[config.mk]
export PLATFORM = sky130hd
export DESIGN_NAME = accumulation_ctrl
export DESIGN_NICKNAME = d
export VERILOG_FILES = /design/src/rtl/accumulation_ctrl.sv
export SDC_FILE = /design/constraint.sdc
export NUM_CORES = 1
export LEC_CHECK = 0
export ABC_CLOCK_PERIOD_IN_PS = 1800
export CAP_MARGIN = 20
export CORE_MARGIN = 1.5
export CORE_UTILIZATION = 27
export CTS_CLUSTER_DIAMETER = 100
export CTS_CLUSTER_SIZE = 8
export DETAILED_ROUTE_END_ITERATION = 10
export GPL_TIMING_DRIVEN = 0
export PLACE_DENSITY = 0.81
export SETUP_SLACK_MARGIN = 0.15
export SLEW_MARGIN = 40
export SYNTH_ARGS = -nofsm -noshare
export SYNTH_HDL_FRONTEND = slang
export SYNTH_SLANG_ARGS = --single-unit
[constraint.sdc]
create_clock -name sys_clk -period 1.8 [get_ports sys_clk]
set_input_delay 0.36 -clock sys_clk [delete_from_list [all_inputs] [get_ports sys_clk]]
set_output_delay 0.36 -clock sys_clk [all_outputs]
set_load 0.02 [all_outputs]
[src/rtl/accumulation_ctrl.sv]
// ============================================================================
// Module   : accumulation_ctrl
// Purpose  : Job sequencer for the 25-bit subarray accumulator. It clears the
//            accumulator, streams partial sums into it under valid/ready,
//            tracks carry-out overflow and presents the result on valid/ready.
//            Optional macro ACC_CTRL_SAT_EN saturates out_data on overflow.
// Revision : 1.0 - initial release
// ============================================================================
`default_nettype none

module accumulation_ctrl #(
    parameter int CNT_W = 8
) (
    input  logic             sys_clk,
    input  logic             rst,
    input  logic             start,
    input  logic [CNT_W-1:0] len,
    output logic             busy,
    input  logic             in_valid,
    input  logic [24:0]      in_data,
    output logic             in_ready,
    output logic             acc_en,
    output logic             acc_clr_n,
    output logic [24:0]      acc_data_in,
    input  logic [24:0]      acc_sum,
    input  logic             acc_cout,
    output logic             out_valid,
    output logic [24:0]      out_data,
    output logic             out_ovf,
    input  logic             out_ready
);

    typedef enum logic [1:0] {
        S_IDLE  = 2'd0,
        S_CLEAR = 2'd1,
        S_RUN   = 2'd2,
        S_OUT   = 2'd3
    } state_t;

    localparam logic [CNT_W-1:0] c_one = CNT_W'(1);
    localparam logic [24:0]      c_sat = 25'h1FF_FFFF;

    state_t           r_state;
    state_t           w_state_nxt;
    logic [CNT_W-1:0] r_remaining;
    logic             r_ovf;
    logic             r_acc_clr_n;
    logic             w_in_ready;
    logic             w_out_valid;
    logic             w_fire;
    logic [24:0]      w_result;

    always_ff @(posedge sys_clk or posedge rst) begin
        if (rst) begin
            r_state <= S_IDLE;
        end else begin
            r_state <= w_state_nxt;
        end
    end

    always_comb begin
        w_state_nxt = r_state;
        w_in_ready  = 1'b0;
        w_out_valid = 1'b0;
        case (r_state)
            S_IDLE: begin
                if (start) begin
                    w_state_nxt = S_CLEAR;
                end
            end
            S_CLEAR: begin
                w_state_nxt = (r_remaining != '0) ? S_RUN : S_OUT;
            end
            S_RUN: begin
                w_in_ready = 1'b1;
                if (in_valid && (r_remaining == c_one)) begin
                    w_state_nxt = S_OUT;
                end
            end
            S_OUT: begin
                w_out_valid = 1'b1;
                if (out_ready) begin
                    w_state_nxt = S_IDLE;
                end
            end
            default: begin
                w_state_nxt = S_IDLE;
            end
        endcase
    end

    assign w_fire = in_valid & w_in_ready;

    // Length is captured only on an accepted start; beats count it down.
    always_ff @(posedge sys_clk or posedge rst) begin
        if (rst) begin
            r_remaining <= '0;
        end else if ((r_state == S_IDLE) && start) begin
            r_remaining <= len;
        end else if (w_fire) begin
            r_remaining <= r_remaining - c_one;
        end
    end

    always_ff @(posedge sys_clk or posedge rst) begin
        if (rst) begin
            r_ovf <= 1'b0;
        end else if (r_state == S_CLEAR) begin
            r_ovf <= 1'b0;
        end else if (w_fire && acc_cout) begin
            r_ovf <= 1'b1;
        end
    end

    // Registered from the next state so the pin is low exactly during CLEAR.
    always_ff @(posedge sys_clk or posedge rst) begin
        if (rst) begin
            r_acc_clr_n <= 1'b1;
        end else begin
            r_acc_clr_n <= (w_state_nxt != S_CLEAR);
        end
    end

`ifdef ACC_CTRL_SAT_EN
    assign w_result = r_ovf ? c_sat : acc_sum;
`else
    assign w_result = acc_sum;
`endif

    assign busy        = (r_state != S_IDLE);
    assign in_ready    = w_in_ready;
    assign acc_en      = w_fire;
    assign acc_clr_n   = r_acc_clr_n;
    assign acc_data_in = w_fire ? in_data : 25'd0;
    assign out_valid   = w_out_valid;
    assign out_data    = w_out_valid ? w_result : 25'd0;
    assign out_ovf     = w_out_valid & r_ovf;

endmodule

`default_nettype wire

== Word-level counts from Yosys, hierarchy flattened ==
Cells that the tools add are included.
Cells by class
  $add $sub $neg: 1
  equality and inequality tests: 5
  multiplexer cells: 13
  bitwise gates (word level): 2
  reduce and logical (&&, ||, !) cells: 8
Operator list (number)
  25-bit 2-to-1 mux: 2
  8-bit 2-to-1 mux: 2
  8-bit by 1-bit equality test with 1-bit output, second input constant: 1
  2-bit one-hot mux with 4 select lines: 1
  8-bit nonzero test: 1
  8-bit by 1-bit subtractor with 8-bit output, second input constant: 1
  2-bit 2-to-1 mux: 3
  2-bit nonzero test: 3
  1-bit 2-to-1 mux: 5
  2-bit equality test, second input constant: 2
  1-bit logical AND: 3
  1-bit bitwise AND: 2
  2-bit by 1-bit equality test with 1-bit output, second input constant: 1
  2-bit logical NOT: 1
  2-bit by 1-bit inequality test with 1-bit output, second input constant: 1
Word-level totals
  bits in registers: 12
  output and inout port bits: 56
  word-level logic and storage cells: 33

== Logic depth before layout (Yosys ltp) ==
  word-level depth: 6
  mapped depth: 6
  depth with buffers taken out: 5

== Least setup slack after synthesis ==
No wires, ideal clock.
  kind: reg-to-output
  start point: reg r_state[0]
  end point: out acc_data_in[16]
  arrival: 1.377 ns
  setup slack: 0.063 ns
  stages on the path, launching flop included: 5
  buffers on the path: 2
  cells stage by stage: dfrtp_1 and3b_1 buf_6 clkbuf_1 and2_1
On the way
  word-level cells in the longest chain between the ends: 4
RTL lines
  start, declared: RTL line 43  | state_t r_state;
  start signal, assigned: RTL line 57  | r_state <= w_state_nxt;
  2-bit equality test: RTL line 65  | case (r_state)
  1-bit 2-to-1 mux: RTL line 65
  1-bit bitwise AND: RTL line 92  | assign w_fire = in_valid & w_in_ready;
  via acc_en: RTL line 22  | output logic acc_en,
  25-bit 2-to-1 mux: RTL line 134  | assign acc_data_in = w_fire ? in_data : 25'd0;
  end, declared: RTL line 24  | output logic [24:0] acc_data_in,
The timed path passes the listed nets, and every way through them passes these cells.

== Worst setup path after layout ==
  start point: reg r_state[0]
  end point: out acc_data_in[16]
On the way
  word-level cells in the longest chain between the ends: 4
RTL lines (RTL line)
  2-bit equality test: 65
  1-bit 2-to-1 mux: 65
  1-bit bitwise AND: 92
  25-bit 2-to-1 mux: 134
Every way passes these cells.

==> flow_summary.ini <==
[floorplan]
die_h_um = 65.4
die_width_um = 65.4
dieArea_mm2 = 0.00428
io_pins = 120
initial_core_util_pct = 28.5
rows = 22
core_mm2 = 0.00369

[pwr]
power_density_mw_per_mm2 = 1190
irDropWorstVdd_v = 0.000600
leakage_nw = 1.26

[global_route]
grt.overflow.total = 0
grt_max_degree = 13
first_global_vias = 1398
grt_first_pass_wirelength_um = 6020
grt_use_total_pct = 17.5
grt_antenna_before_repair = 0

[clocking]
cts.path.max_buffers = 2
clkSinkCount = 12
ctsHoldBuffers = 0
worstSkewPairLatency_ns = 0.24
cts_buffers = 3
cts_root_buf = clkbuf_8
path_clk_slew_ns = 0.05
h-tree-depth = 1
cts_tree = built

[setup_path]
required_ns = 1.44
crit_path_start_kind = flip-flop
r2r_start = r_state[1]$_DFF_PP0_
cp.arrival_ns = 1.42
cp-startpoint = r_state[0]$_DFF_PP0_
crit_type = flip-flop to output pin
rr_endpoint = r_remaining[2]$_DFFE_PP0P_
crit_path_end_kind = output pin
rrSetupSlack_ns = 0.19
r2r_cells = 6
path_max_fanout = 10

[synthesis]
synthAdderAreaFrac_pct = 3.57
synth-compound-area-share_pct = 11.7
syn_nets = 201
synth-simple-area-share_pct = 44.8
async_flop_share_pct = 100
yosysSeqAreaShare_pct = 28.7
avgSynthCellArea_um2 = 7.84
synth.top_cell.area_share_pct = 26.2
synth_area_mm2 = 0.00105
ys_types = 35
synth_top_family_by_area = simple AND/OR/NAND/NOR gates
synth_flop_cell = dfrtp_1
synth.area.top_cells = dfrtp_1 26%, and2_1 15%, and3_1 15%
yosys_warnings = 0
synth-seq-cells = 12
netlist_instances = 134
synth_xor_area_share_pct = 1.67
synth_top_area_cell = dfrtp_1
synthMuxAreaShare_pct = 1.43
synth_edf_count = 0

[timing]
slew_headroom_pct = 67.7
final_max_slew_viol_count = 0
finalHoldViolCount = 0
max_freq_mhz = 561
finalSetupViolCount = 0
worstMarginPinSlew_ns = 0.480
rsz0062_at_grt = yes
fin_skew_ns = 0.00411
fin_crit_ns = 1.78
layout_worst_path_cycle_share_pct = 99.1
fin_tns_setup_ns = 0

[cells_and_area]
synthToLayoutAreaGrowth_pct = 158
nets = 336
drive_above_1_share_pct = 47.0
fin_util_pct = 73.6
insertedDiodeCount = 0

[detailed_routing]
drt_iter0_drc = 50
firstDrtPassIters = 4
via_per_inst = 4.78
wl_um = 4350
route.detailed.drc = 0
wl_per_cell_um = 13.8
vias = 1512
ant_nets = 0

[placed_design]
io_buffers = 119
routabilityCongestion = 0.724
dpl.hpwl_um = 3010

[min_path]
hp-class = primary input to asynchronous set/reset pin

[job]
maxCapViolations = 0

[run_status]
status = completed
cells by family (layout without fill, tap and decap cells):
family / count (synthesis) / in the layout
AND/OR/NAND/NOR: 79 / 79
buffers and inverters: 19 / 153
AO/OA/AOI/OAI: 18 / 18
flip-flops: 12 / 12
adder cells (fa/ha/maj): 3 / 3
XOR/XNOR: 2 / 2
multiplexers: 1 / 1
synth_stat cells, types with 2 or more instances:
| master | count |
|---|---|
| clkbuf_1 | 9 |
| xor2_1 | 2 |
| buf_6 | 2 |
| nor2_1 | 9 |
| nand3_1 | 4 |
| inv_1 | 7 |
| dfrtp_1 | 11 |
| a21oi_1 | 6 |
| a211oi_1 | 2 |
| ha_1 | 3 |
| nand2_1 | 5 |
| and3_1 | 26 |
| and2_1 | 26 |
layout by cell type (no fill, tap or decap), types with 2 or more instances in the layout:
| master | synthesis | final |
|---|---|---|
| clkbuf_8 | 0 | 3 |
| a211oi_1 | 2 | 2 |
| nor2_1 | 9 | 8 |
| and2_4 | 0 | 18 |
| clkdlybuf4s50_1 | 0 | 62 |
| and3_1 | 26 | 9 |
| a21oi_1 | 6 | 6 |
| dfrtp_2 | 0 | 2 |
| xor2_1 | 2 | 2 |
| dlygate4sd2_1 | 0 | 2 |
| buf_8 | 0 | 8 |
| nand2_1 | 5 | 4 |
| buf_4 | 0 | 13 |
| ha_1 | 3 | 3 |
| inv_1 | 7 | 5 |
| buf_6 | 2 | 50 |
| inv_2 | 1 | 3 |
| and3_4 | 0 | 17 |
| and2_1 | 26 | 8 |
| nand3_1 | 4 | 4 |
| dfrtp_1 | 11 | 9 |
| buf_2 | 0 | 4 |
registers in the layout, summed over array words and instances (netlist names):
name         count
acc_clr_n        1
r_ovf            1
r_remaining      8
r_state          2
timing repair:
| action | CTS | global route |
|---|---|---|
| setup buffers | 1 | 9 |
| gates cloned | 0 | 1 |
| pin swaps | 1 | 1 |
| gates resized for setup | 289 | 111 |
| endpoints found under the setup margin | 56 | 53 |
worst max-delay path by stage:
stage,to,cells past startpoint,slack [ns]
6_report,acc_data_in[16],5,0.02
5_1_grt,acc_data_in[20],5,-0.04
4_1_cts,acc_data_in[19],5,-0.03
3_5_place_dp,acc_data_in[4],6,-0.82
3_3_place_gp,acc_data_in[5],6,-0.82
2_1_floorplan,acc_data_in[16],4,0.22
layer usage:
layer | track usage (%) | routed length (um)
met1 | 20.4 | 1630
met2 | 32.4 | 2410
met3 | 3.60 | 280
met4 | 4.43 | 25
met5 | 0 | 0
report_power, final:
part / internal [W] / switching (W) / leakage, nW
logic: 0.00134 / 0.00110 / 1.11
registers: 0.000399 / 0.000127 / 0.131
clock network: 0.000156 / 0.000103 / 0.0228
total: 0.00189 / 0.00133 / 1.26
per-stage QoR:
stage / hold WS, ns / setup WS, ns / total power, W / instance area (um^2) / std cells
5_1_grt: 0.489 / -0.0415 / 0.00342 / 2720 / 316
2_1_floorplan: 0.224 / 0.225 / 0.00151 / 1050 / 134
4_1_cts: 0.448 / -0.0296 / 0.00270 / 2430 / 306
3_5_place_dp: 0.546 / -0.822 / 0.00232 / 2300 / 301
6_report: 0.416 / 0.0159 / 0.00323 / 2720 / 316
3_3_place_gp: 0.537 / -0.815 / 0.00230 / 2300 / 301
critical path, stage by stage (launching register included):
cell     delay (ns)
dfrtp_2        0.42
and3b_1        0.24
buf_6          0.14
buf_8          0.12
and2_1         0.14
buf_6          0.12
final cells by class:
cell class	instances	area, um^2
multi-input cells	103	808
clock buffers	4	45.0
fillers	276	972
repair buffers	130	1320
inverters	8	30.0
flip-flops and latches	12	304
well taps	48	60.1
plain buffers	11	154
No activity file was read; power rests on OpenSTA's default activity.
